===== src/rtl/squeeze_serializer_if.sv =====
// Stream/bus bundle between the squeeze serializer, the permutation core
// and the downstream consumer of squeezed output words.
interface squeeze_serializer_if #(
    parameter int INWIDTH    = 8,
    parameter int BLOCKWIDTH = 256,
    parameter int LENWIDTH   = 16
);
    logic                  start;
    logic [LENWIDTH-1:0]   out_len;
    logic [BLOCKWIDTH-1:0] block_in;
    logic                  block_valid;
    logic                  block_ready;
    logic [INWIDTH-1:0]    serial_out;
    logic                  out_valid;
    logic                  out_ready;
    logic                  next_block;
    logic                  busy;
    logic                  done;

    // Controller / core / consumer side
    modport master (
        output start, out_len, block_in, block_valid, out_ready,
        input  block_ready, serial_out, out_valid, next_block, busy, done
    );

    // Serializer side
    modport slave (
        input  start, out_len, block_in, block_valid, out_ready,
        output block_ready, serial_out, out_valid, next_block, busy, done
    );
endinterface


===== src/rtl/squeeze_serializer.sv =====
// Squeeze-side serializer: takes full squeeze blocks from the permutation
// core and emits exactly out_len INWIDTH-bit words, LSB word first, asking
// the core for a further permutation whenever a block runs out early.
module squeeze_serializer #(
    parameter int INWIDTH    = 8,
    parameter int BLOCKWIDTH = 256,
    parameter int LENWIDTH   = 16
) (
    input  logic                 clk,
    input  logic                 clear,
    squeeze_serializer_if.slave  bus
);
    localparam int WORDS = BLOCKWIDTH / INWIDTH;
    localparam int WCW   = (WORDS > 1) ? $clog2(WORDS) : 1;
    localparam logic [WCW-1:0] LAST_WORD = WCW'(WORDS - 1);

    typedef enum logic [1:0] {
        IDLE,
        WAIT_BLOCK,
        SHIFT,
        FINISH
    } state_t;

    state_t                state;
    logic [BLOCKWIDTH-1:0] shreg;
    logic [LENWIDTH-1:0]   remaining;
    logic [WCW-1:0]        word_cnt;
    logic                  block_ready;
    logic                  out_valid;
    logic                  next_block;
    logic                  busy;
    logic                  done;

    // The current word is always the low slice of the shift register, so
    // it is registered and held for free while the consumer stalls.
    assign bus.serial_out  = shreg[INWIDTH-1:0];
    assign bus.block_ready = block_ready;
    assign bus.out_valid   = out_valid;
    assign bus.next_block  = next_block;
    assign bus.busy        = busy;
    assign bus.done        = done;

    // Control FSM with registered outputs; clear discards any partial block.
    always_ff @(posedge clk or posedge clear) begin
        if (clear) begin
            state       <= IDLE;
            shreg       <= '0;
            remaining   <= '0;
            word_cnt    <= '0;
            block_ready <= 1'b0;
            out_valid   <= 1'b0;
            next_block  <= 1'b0;
            busy        <= 1'b0;
            done        <= 1'b0;
        end else begin
            next_block <= 1'b0;
            done       <= 1'b0;
            case (state)
                IDLE: begin
                    if (bus.start) begin
                        busy <= 1'b1;
                        if (bus.out_len != '0) begin
                            remaining   <= bus.out_len;
                            block_ready <= 1'b1;
                            state       <= WAIT_BLOCK;
                        end else begin
                            // Nothing owed: skip straight to the done pulse.
                            state <= FINISH;
                        end
                    end
                end
                WAIT_BLOCK: begin
                    if (bus.block_valid && block_ready) begin
                        shreg       <= bus.block_in;
                        word_cnt    <= '0;
                        block_ready <= 1'b0;
                        out_valid   <= 1'b1;
                        state       <= SHIFT;
                    end
                end
                SHIFT: begin
                    if (out_valid && bus.out_ready) begin
                        shreg    <= shreg >> INWIDTH;
                        word_cnt <= word_cnt + WCW'(1);
                        if (remaining != '0) begin
                            remaining <= remaining - LENWIDTH'(1);
                        end
                        if (remaining == LENWIDTH'(1)) begin
                            // Request satisfied; wins over end-of-block.
                            out_valid <= 1'b0;
                            state     <= FINISH;
                        end else if (word_cnt == LAST_WORD) begin
                            // Block exhausted but more owed: fetch another.
                            out_valid   <= 1'b0;
                            next_block  <= 1'b1;
                            block_ready <= 1'b1;
                            state       <= WAIT_BLOCK;
                        end
                    end
                end
                FINISH: begin
                    done  <= 1'b1;
                    busy  <= 1'b0;
                    state <= IDLE;
                end
                default: begin
                    state <= IDLE;
                end
            endcase
        end
    end
endmodule


===== src/flat_wrapper.sv =====
// flat-port wrapper written by rule: the top's interface ports become plain ports
module squeeze_serializer_flat 
#(
    parameter int INWIDTH    = 8,
    parameter int BLOCKWIDTH = 256,
    parameter int LENWIDTH   = 16
)
  (clk, clear, bus_start, bus_out_len, bus_block_in, bus_block_valid, bus_out_ready, bus_block_ready, bus_serial_out, bus_out_valid, bus_next_block, bus_busy, bus_done);
  squeeze_serializer_if #(.INWIDTH(INWIDTH), .BLOCKWIDTH(BLOCKWIDTH), .LENWIDTH(LENWIDTH)) bus_i ();
  input  logic clk;
  input  logic clear;
  input wire logic [$bits(bus_i.start)-1:0] bus_start;
  input wire logic [$bits(bus_i.out_len)-1:0] bus_out_len;
  input wire logic [$bits(bus_i.block_in)-1:0] bus_block_in;
  input wire logic [$bits(bus_i.block_valid)-1:0] bus_block_valid;
  input wire logic [$bits(bus_i.out_ready)-1:0] bus_out_ready;
  output wire logic [$bits(bus_i.block_ready)-1:0] bus_block_ready;
  output wire logic [$bits(bus_i.serial_out)-1:0] bus_serial_out;
  output wire logic [$bits(bus_i.out_valid)-1:0] bus_out_valid;
  output wire logic [$bits(bus_i.next_block)-1:0] bus_next_block;
  output wire logic [$bits(bus_i.busy)-1:0] bus_busy;
  output wire logic [$bits(bus_i.done)-1:0] bus_done;
  assign bus_i.start = bus_start;
  assign bus_i.out_len = bus_out_len;
  assign bus_i.block_in = bus_block_in;
  assign bus_i.block_valid = bus_block_valid;
  assign bus_i.out_ready = bus_out_ready;
  assign bus_block_ready = bus_i.block_ready;
  assign bus_serial_out = bus_i.serial_out;
  assign bus_out_valid = bus_i.out_valid;
  assign bus_next_block = bus_i.next_block;
  assign bus_busy = bus_i.busy;
  assign bus_done = bus_i.done;
  squeeze_serializer #(.INWIDTH(INWIDTH), .BLOCKWIDTH(BLOCKWIDTH), .LENWIDTH(LENWIDTH)) u_core (.clk(clk), .clear(clear), .bus(bus_i));
endmodule

===== config.mk =====
export PLATFORM = sky130hd
export DESIGN_NAME = squeeze_serializer_flat
export DESIGN_NICKNAME = d
export VERILOG_FILES = /design/src/rtl/squeeze_serializer_if.sv /design/src/rtl/squeeze_serializer.sv /design/src/flat_wrapper.sv
export SDC_FILE = /design/constraint.sdc
export NUM_CORES = 1
export LEC_CHECK = 0
export ABC_AREA = 1
export CAP_MARGIN = 20
export CORE_MARGIN = 3
export CORE_UTILIZATION = 30
export CTS_CLUSTER_SIZE = 10
export DETAILED_ROUTE_END_ITERATION = 8
export HOLD_SLACK_MARGIN = 0.1
export SLEW_MARGIN = 5
export SYNTH_ARGS = -nofsm -noshare
export SYNTH_HDL_FRONTEND = slang
export SYNTH_SLANG_ARGS = --single-unit

===== constraint.sdc =====
create_clock -name clk -period 23.4 [get_ports clk]
set_clock_uncertainty 0.1 [all_clocks]
set_input_delay 2.34 -clock clk [delete_from_list [all_inputs] [get_ports clk]]
set_output_delay 2.34 -clock clk [all_outputs]
set_load 0.01 [all_outputs]

==> results of run 1 <==
## flip-flops by register name, indices dropped and copies added (netlist names)
register and flops:
u_core.bus.block_ready 1, u_core.bus.busy 1, u_core.bus.done 1, u_core.bus.next_block 1
u_core.bus.out_valid 1, u_core.remaining 16, u_core.shreg 256, u_core.state 2
u_core.word_cnt 5
## placed cells by master (no fill, tap or decap), drive strengths merged, types with 8 or more instances in the layout
cell type      count
nand3             35
clkdlybuf4s50    289
o31ai            248
o21ai             26
clkbuf            52
buf               13
dfrtp            284
a22o               8
nor2             538
inv               37
ha                 9
nand2            353
## worst paths after layout
kind | cells after the start | to | slack, ns
max in group asynchronous | 4 | u_core.shreg[174]$_DFFE_PP0P_ | 18.85
min in group asynchronous | 2 | u_core.shreg[131]$_DFFE_PP0P_ | 2.17
hold / removal | 2 | u_core.shreg[179]$_DFFE_PP0P_ | 0.38
setup reg to reg | 8 | u_core.shreg[4]$_DFFE_PP0P_ | 19.55
hold reg to reg | 2 | u_core.shreg[179]$_DFFE_PP0P_ | 0.38
setup / recovery | 8 | u_core.shreg[4]$_DFFE_PP0P_ | 18.16
## routing by layer
layer  GRT usage, %  part of all wire [%]
met4           4.27                   2.0
met5              0                 0.077
met3           3.37                   5.2
met1           22.1                    46
met2           25.1                    47
## power groups by stage
stage,registers (W),clock network (W),logic (W)
6_report,0.000908,0.000523,0.00130
3_5_place_dp,0.000911,0,0.00130
2_1_floorplan,0.000864,0,0.00112
3_3_place_gp,0.000907,0,0.00126
5_1_grt,0.000936,0.000563,0.00147
4_1_cts,0.000908,0.000542,0.00131
## worst max-delay path, stage by stage
cell and delay [ns]:
clkdlybuf4s50_1 0.41, nand2_1 0.08, nand2_1 0.12, nand3_4 0.48, buf_4 0.88, buf_4 0.85, nand2_1 0.17, o31ai_2 0.11
## final cells by class
type / instances / area (sq um) / share of cell area, %
clock inverters: 1 / 30.0 / 0.160
flip-flops and latches: 284 / 7110 / 37.8
inverters: 38 / 158 / 0.839
well taps: 615 / 769 / 4.10
diodes: 6 / 15.0 / 0.0799
clock buffers: 52 / 1050 / 5.60
multi-input cells: 1234 / 6590 / 35.1
repair buffers: 302 / 3060 / 16.3
## cells by family (layout without fill, tap and decap cells)
logic type	after synthesis	in the layout	synth area share, %
buf+inv	164	393	6.61
flops	284	284	48.5
simple gates	938	938	25.3
fa+ha+maj	9	9	0.769
compound gates	287	287	18.8
other cells	0	6	0
## through the flow
step / hold slack (ns) / setup slack [ns]
after floorplan: 0.352 / 13.12
after global placement: 0.364 / 17.61
after detailed placement: 0.371 / 17.51
after CTS: 0.384 / 18.07
after global routing: 0.397 / 17.87
final: 0.382 / 18.16
==> impl_results.md, run 1 <==
- Switch Pwr: 0.00117 W
- Setup CP Type: in2reg
- CTS Sinks: 284
- Synth cell types: 33
- Switching Fraction: 42.8%
- Clk_lat worst skew: 0.52 ns
- Share of the synthesized area in the top cell type: 48.5%
- Cell Pwr Density: around 150 nW/um^2
- CTS tree: done
- Share of cells above drive strength 1: 11.9%
- Top-count cell post-synth: nor2_1
- Global route total overflow: 0
- Commonest cells in the netlist: nor2_1 (529), nand2_1 (343), dfrtp_1 (284)
- Max-cap violations: 0
- Setup TNS Final: 0 ns
- Sequential share of the synthesized area: 48.5%
- Largest net degree at the start of global routing: 251
- Worst min-delay path startpoint: u_core.shreg[179]$_DFFE_PP0P_
- Initial Util: 30.6%
- Synthesis Warnings: 0
- NumNets Final: about 2200
- Initial DRC count: 1032
- Clock share of power: 19.2%
- Slew @ Worst Pin: 1.18 ns
- First-pass GRT wire length: between 60 and 70 mm
- Non-filler cells, final: ~2500
- Total power: approximately 0.0027 W
- Root Buffer: clkbuf_16
- Filler cells: 4814
- Ys async rst share: 100%
- Critical path required time: 23.73 ns
- Sequential Power Share: about a third
- Worst EP arrival: 5.57 ns
- Routed WL: 41.7 mm
- Wire per inst: around 16 um
- Vias per Instance: 4.80
- Buffers added on ports: 289
- Setup Viol. Count Final: 0
- Clk slew on worst S/H paths: 0.05 ns
- Die Height: 227 um
- Vias in the first global route: about 12000
- RSZ-0062 raised after global routing: false
- Final Critical Period: 5.24 ns
- Yosys reg bits: 284
- Core region area: 47900 sq um
- All-Layer GR Usage: ~16%
- Die W: 227 um
- Initial antenna violation count: 9
- Critical Path End Type: flip-flop
- Synth Cell Area: about 15000 sq um
- Core Util, Final: between 30% and 40%
- I/O Pins: 290
- Die ar.: between 50000 and 60000 sq um
- Setup Buffers After CTS: 0
- Outcome: complete, no violations
- H-tree levels: 2
- Cells after synthesis: 1682
- CTS Buf Count: 36
- Drt first pass iters: 5
- Post-synth EDFFs: 0
- Top cells by area, synth: dfrtp_1 (49%), nor2_1 (14%), o31ai_2 (11%)
- Synth Net Count: 1968
- Fmax: 191 MHz
- Part of the cycle the worst path needs: between 20% and 30%
- Fin area: 18800 sq um
- HPWL after detailed placement: between 20 and 30 mm
- Slew headroom: 21.6%
- Site Rows: 80
- Worst VDD drop: 0.000112 V
- Int Pwr: about 0.0016 W
- Worst Setup SP: bus_block_valid
- Placed Cells incl. Taps: about 2500
- Synthesized area per cell: 8.71 sq um
- Nature of the critical path startpoint: input port
- Area growth from synthesis to layout: 28.2%
- Top cell type by total area after synthesis: dfrtp_1
- Post-cts gate resize count: 0
- Reg2reg start: u_core.state[0]$_DFFE_PP0P_
- Comb power frac: 47.6%
- Clk buf depth: 3
- Cts hold-fix bufs: 0
- Residual DRC count: 0
- Worst hold path class: reg2reg
- Antenna Nets Post-Route: 0
- Slew Viols, Final: 0
- Hold Vio Cnt, Final: 0
- GPL Wtd Cong: 0.787
- Main synth FF type: dfrtp_1
- Area after DPL: approximately 18000 sq um
- Crit path max fanout: slightly below 90
- Leakage power: 8.42 nW
- Via count: 12147
Note: power is estimated with default switching activity, not from simulation.
==> run 2: changes to the inputs <==
==> constraint.sdc (replaced) <==
create_clock -name clk -period 5.3 [get_ports clk]
set_clock_uncertainty 0.1 [all_clocks]
set_input_delay 0.53 -clock clk [delete_from_list [all_inputs] [get_ports clk]]
set_output_delay 0.53 -clock clk [all_outputs]
set_load 0.01 [all_outputs]
==> run 2 against run 1 <==
Against the previous run:
- non-clock buffer count fell by 1
- sequential power grew to 4.4 times the previous value
- hold slack got worse by 0.0022 ns
- clock power rose to 4.4 times the previous value
- setup slack worse by 16 ns
- largest cell class unchanged
- highest routed layer unchanged
==> impl_results.md, run 2 (synthesized netlist as in run 1, its figures left out) <==
- Slew @ Worst Pin: 1.09 ns (-0.0863 ns)
- Slew Viols, Final: 0 (unchanged)
- Residual DRC count: 0 (unchanged)
- Setup Buffers After CTS: 0 (unchanged)
- Worst stage delay on the critical path: 0.78 ns (-0.10 ns)
- Largest reg by FF count: u_core.shreg
- Die ar.: 51500 sq um (unchanged)
- Cell family with most CP delay: buffers and inverters
- Area after DPL: 17700 sq um (+0.42%)
- Drt first pass iters: 5 (unchanged)
- Part of the cycle the worst path needs: between 50 and 60%
- Die Height: 227 um (unchanged)
- Via count: 12161 (+0.12%)
- Wire per inst: 16.4 um (-0.48%)
- All-Layer GR Usage: 15.6% (-0.20 points)
- CTS Buf Count: 36 (unchanged)
- Site Rows: 80 (unchanged)
- CTS tree: done
- Worst hold path class: reg2reg
- Core region area: 47900 sq um (unchanged)
- Root Buffer: clkbuf_16
- Cts hold-fix bufs: 0 (unchanged)
- Final Critical Period: about 3.2 ns
- Clk_lat worst skew: 0.52 ns (about the same)
- Share of cells above drive strength 1: 12.0% (+0.065 points)
- Vias per Instance: 4.81 (+0.23%)
- Post-cts gate resize count: 0 (unchanged)
- Buffers added on ports: 289 (unchanged)
- Clk buf depth: 3 (unchanged)
- Initial antenna violation count: 7 (-2)
- Critical Path End Type: flip-flop
- Critical path required time: 5.62 ns (-18.11 ns)
- CTS Sinks: 284 (unchanged)
- Worst VDD drop: 0.000548 V (+390%)
- Initial DRC count: 986 (-4.5%)
- Largest net degree at the start of global routing: 160 (-36%)
- Largest regs: u_core.shreg x256, u_core.remaining x16, u_core.word_cnt x5
- Routed WL: 41.4 mm (-0.60%)
- Worst Path Buf+Inv: 3 (unchanged)
- Most common cell after layout, fill and taps aside: nor2_1
- Global route total overflow: 0 (unchanged)
- CP max-delay cell: buf_4
- Max-cap violations: 0 (unchanged)
- Die W: 227 um (unchanged)
- Worst EP arrival: 3.47 ns (-2.10 ns)
- Cells along the critical path: inv_1 > ha_4 > buf_4 > buf_4 > nor2_1 > o31ai_1
- Setup CP Type: reg2reg
- Max FFs per register: 256 (unchanged)
- Fin area: 18800 sq um (-0.17%)
- Most used cell, CP: buf_4
- Area growth from synthesis to layout: 28.0%
- Most frequent cells in the layout: nor2_1 (529), nand2_1 (343), clkdlybuf4s50_1 (289)
- HPWL after detailed placement: 27.8 mm (+0.12%)
- Nature of the critical path startpoint: flip-flop
- Fmax: 317 MHz
- Leakage power: 8.41 nW (-0.14%)
- RSZ-0062 raised after global routing: false
- Setup TNS Final: 0 ns (unchanged)
- Clk slew on worst S/H paths: 0.05 ns (about the same)
- Initial Util: 30.6% (unchanged)
- Outcome: complete, no violations
- I/O Pins: 290 (unchanged)
- GPL Wtd Cong: 0.812 (+3.1%)
- Hold Vio Cnt, Final: 0 (unchanged)
- First-pass GRT wire length: 64.8 mm (-0.93%)
- H-tree levels: 2 (unchanged)
- Crit path max fanout: 93 (+5.7%)
- Antenna Nets Post-Route: 0 (unchanged)
- Slew headroom: 27.3% (+5.8 points)
- Setup Viol. Count Final: 0 (unchanged)
- Cell Pwr Density: 640 nW/um^2 (+340%)
- Vias in the first global route: 12035 (-0.091%)
- NumNets Final: 2181 (-0.046%)
==> run 2: worst register-to-register path: cells and delay by family, from the launching register on <==
family	cells	cell delay, ns
adders and majority gates	1	0.37
DFF	1	0.40
AOI/OAI and AO/OA	1	0.30
buffers and inverters	3	1.70
and+or+nand+nor	1	0.18
==> run 2: metrics by stage <==
| stage | setup slack, ns | total power, W | cells | hold WS, ns | util, % |
|---|---|---|---|---|---|
| finish | 2.15 | 0.0120 | 2529 | 0.380 | 39.1 |
| CTS | 2.12 | 0.0122 | 2524 | 0.383 | 39.1 |
| global route | 1.91 | 0.0131 | 2527 | 0.405 | 39.1 |
| detailed placement | 2.15 | 0.00981 | 2472 | 0.369 | 36.9 |
| global placement | 2.24 | 0.00964 | 2472 | 0.365 | 36.9 |
| floorplan | 0.907 | 0.00876 | 1682 | 0.352 | - |
==> run 2: path summary, 6_finish.rpt <==
path | start | endpoint | slack, ns | cells after the start
min in group asynchronous | clear | u_core.shreg[178]$_DFFE_PP0P_ | 0.41 | 3
worst max-delay path | u_core.state[0]$_DFFE_PP0P_ | u_core.shreg[135]$_DFFE_PP0P_ | 2.15 | 6
worst min-delay path | u_core.shreg[63]$_DFFE_PP0P_ | u_core.shreg[63]$_DFFE_PP0P_ | 0.38 | 2
max in group asynchronous | clear | u_core.shreg[45]$_DFFE_PP0P_ | 3.80 | 3
worst max register to register | u_core.state[0]$_DFFE_PP0P_ | u_core.shreg[135]$_DFFE_PP0P_ | 2.15 | 6
worst min register to register | u_core.shreg[63]$_DFFE_PP0P_ | u_core.shreg[63]$_DFFE_PP0P_ | 0.38 | 2
==> run 2: where the power goes <==
group	switching [W]	internal (W)	leakage, nW
Sequential	0.000665	0.00334	3.49
Combinational	0.00358	0.00214	4.39
Clock	0.000925	0.00136	0.526
Total	0.00517	0.00684	8.41
==> run 2: final cells by class <==
class | instances | area [sq um]
sequential | 284 | 7110
tap | 615 | 769
timing repair buffer | 301 | 3060
antenna | 5 | 12.5
fill | 4840 | 29200
clock buffer | 46 | 1000
clock inverter | 6 | 62.6
multi-input combinational | 1234 | 6590
inverter | 38 | 154
==> run 2: routing by layer <==
| layer | share of wire (%) | track usage [%] | vias to the layer above |
|---|---|---|---|
| met5 | 0.11 | 0 | - |
| met2 | 47 | 24.9 | 290 |
| met3 | 6.1 | 3.46 | 49 |
| met4 | 1.7 | 4.35 | 8 |
| li1 | - | - | 5973 |
| met1 | 46 | 21.6 | 5841 |
==> run 3: changes to the inputs <==
==> constraint.sdc (replaced) <==
create_clock -name clk -period 2.55 [get_ports clk]
set_clock_uncertainty 0.1 [all_clocks]
set_input_delay 0.255 -clock clk [delete_from_list [all_inputs] [get_ports clk]]
set_output_delay 0.255 -clock clk [all_outputs]
set_load 0.01 [all_outputs]
==> run 3 against run 2 <==
Against the previous run:
- die area is the same
- sequential share of layout area shrank 0.59 points
- utilization grew 0.62 points
- clock power grew 100%
- via count is essentially flat
- global-route usage grew 0.33 points
- setup slack lost 1.7 ns
- hold slack lost 0.26 ns
- flip-flop and latch count is the same
- total power grew 110%
- register-to-register slack lost 1.7 ns
==> impl_results.md, run 3 (synthesized netlist as in run 1, its figures left out) <==
- Cts hold-fix bufs: 0 (unchanged)
- Routed WL: 41.2 mm (-0.52%)
- Max FFs per register: 256 (unchanged)
- Die ar.: 51500 sq um (unchanged)
- Worst hold path class: in2async
- Buffers added on ports: 289 (unchanged)
- Setup Viol. Count Final: 0 (unchanged)
- Most used cell, CP: nand2_1
- Area growth from synthesis to layout: 30.0%
- Nature of the critical path startpoint: flip-flop
- Share of cells above drive strength 1: 12.8% (+0.76 points)
- I/O Pins: 290 (unchanged)
- Drt first pass iters: 6 (+1)
- Setup CP Type: reg2reg
- Post-place setup slack: 0.461 ns (-1.68 ns)
- Cell family with most CP delay: simple AND/OR/NAND/NOR gates
- Largest regs: u_core.shreg x256, u_core.remaining x16, u_core.word_cnt x5
- Die W: 227 um (unchanged)
- Max-cap violations: 0 (unchanged)
- Cell Pwr Density: 1340 nW/um^2 (+110%)
- Setup Buffers After CTS: 0 (unchanged)
- Clk buf depth: 3 (unchanged)
- Setup slack, reg-to-reg: 0.45 ns (-1.69 ns)
- Cells along the critical path: inv_1 > ha_4 > inv_8 > nand2_1 > nand2_2 > clkinv_1 > nand2_4 > nor2_8 > nand2_1 > o21ai_2
- Most common cell after layout, fill and taps aside: nor2_1
- Antenna Nets Post-Route: 0 (unchanged)
- Vias in the first global route: 12302 (+2.2%)
- Setup TNS Final: 0 ns (unchanged)
- Critical Path End Type: flip-flop
- GPL Wtd Cong: 0.828 (+2.0%)
- CTS Sinks: 284 (unchanged)
- Initial DRC count: 871 (-12%)
- Crit path max fanout: 35 (-62%)
- Largest net degree at the start of global routing: 95 (-41%)
- Core region area: 47900 sq um (unchanged)
- CTS Buf Count: 36 (unchanged)
- Clk_lat worst skew: 0.52 ns (about the same)
- Worst VDD drop: 0.000673 V (+23%)
- H-tree levels: 2 (unchanged)
- Vias per Instance: 4.78 (-0.68%)
- Hold Vio Cnt, Final: 0 (unchanged)
- Largest reg by FF count: u_core.shreg
- Slew headroom: 50.5% (+23 points)
- RSZ-0062 raised after global routing: false
- Slew @ Worst Pin: 0.742 ns (-0.348 ns)
- Worst EP arrival: 2.45 ns (-1.02 ns)
- Setup WS post-layout: 0.452 ns (-1.69 ns)
- Leakage power: 8.56 nW (+1.8%)
- Most frequent cells in the layout: nor2_1 (529), nand2_1 (343), clkdlybuf4s50_1 (289)
- Worst Path Buf+Inv: 3 (unchanged)
- First-pass GRT wire length: 65.9 mm (+1.8%)
- All-Layer GR Usage: 16.0% (+0.33 points)
- CP max-delay cell: dfrtp_1
- Initial antenna violation count: 4 (-3)
- Filler cells: 4835 (-0.10%)
- CTS tree: done
- Post-cts gate resize count: 0 (unchanged)
- Initial Util: 30.6% (unchanged)
- Outcome: complete, no violations
- NumNets Final: 2200 (+0.87%)
- Critical path required time: 2.90 ns (-2.72 ns)
- Final Critical Period: 2.10 ns (-1.06 ns)
- Site Rows: 80 (unchanged)
- Slew Viols, Final: 0 (unchanged)
- Fmax: 477 MHz (+50%)
- Part of the cycle the worst path needs: 82.3% (+23 points)
- Via count: 12164 (+0.025%)
- Residual DRC count: 0 (unchanged)
- Die Height: 227 um (unchanged)
- Root Buffer: clkbuf_16
- HPWL after detailed placement: 29.3 mm (+5.3%)
- Wire per inst: 16.2 um (-1.2%)
- Clk slew on worst S/H paths: 0.06 ns (about the same)
- Global route total overflow: 0 (unchanged)
- Worst stage delay on the critical path: 0.40 ns (-0.38 ns)
run 3: worst paths after layout:
kind,depth (start not counted),start,endpoint
min in group clk,3,bus_block_in[113],u_core.shreg[113]$_DFFE_PP0P_
hold reg to reg,2,u_core.shreg[51]$_DFFE_PP0P_,u_core.shreg[51]$_DFFE_PP0P_
setup reg to reg,10,u_core.state[0]$_DFFE_PP0P_,u_core.remaining[7]$_DFFE_PP0P_
max in group asynchronous,3,clear,u_core.shreg[103]$_DFFE_PP0P_
hold / removal,3,clear,u_core.shreg[174]$_DFFE_PP0P_
setup / recovery,10,u_core.state[0]$_DFFE_PP0P_,u_core.remaining[7]$_DFFE_PP0P_
run 3: per-stage QoR:
| stage | cells | util (%) | power [W] | cell area (sq um) | hold WS (ns) |
|---|---|---|---|---|---|
| final | 2547 | 39.7 | 0.0256 | 19000 | 0.123 |
| after global routing | 2547 | 39.7 | 0.0279 | 19000 | 0.121 |
| after CTS | 2544 | 39.7 | 0.0260 | 19000 | 0.100 |
| after detailed placement | 2491 | 37.5 | 0.0211 | 18000 | 0.371 |
| after global placement | 2491 | 37.5 | 0.0208 | 18000 | 0.365 |
| after floorplan | 1682 | - | 0.0182 | 14700 | 0.288 |
run 3: area by class of cell:
cell class / count / area, sq um / share of cell area, %
timing repair buffer: 320 / 3380 / 17.7
clock inverter: 2 / 10.0 / 0.0525
inverter: 38 / 154 / 0.808
antenna: 3 / 7.51 / 0.0394
sequential: 284 / 7110 / 37.3
clock buffer: 51 / 1040 / 5.45
tap: 615 / 769 / 4.04
multi-input combinational: 1234 / 6590 / 34.6
run 3: layer usage:
metal  track usage, %  vias up  wire (um)  part of all wire (%)
met5                0        -         11                 0.027
met4             4.62        2        673                   1.6
met3             2.82       49       2140                   5.2
met2             26.2      276      19700                    48
met1             21.7     5818      18600                    45
li1                 -     6019          -                     -
run 3: report_power, final:
part | internal [W] | switching (W) | leakage, nW
Combinational | 0.00502 | 0.00759 | 4.55
Sequential | 0.00693 | 0.00139 | 3.49
Clock | 0.00279 | 0.00189 | 0.516
Total | 0.0147 | 0.0109 | 8.56
run 3: tightest hold or removal path: stages:
cell and delay (ns):
clkdlybuf4s50_1 0.44, clkinvlp_4 0.18, buf_4 0.21
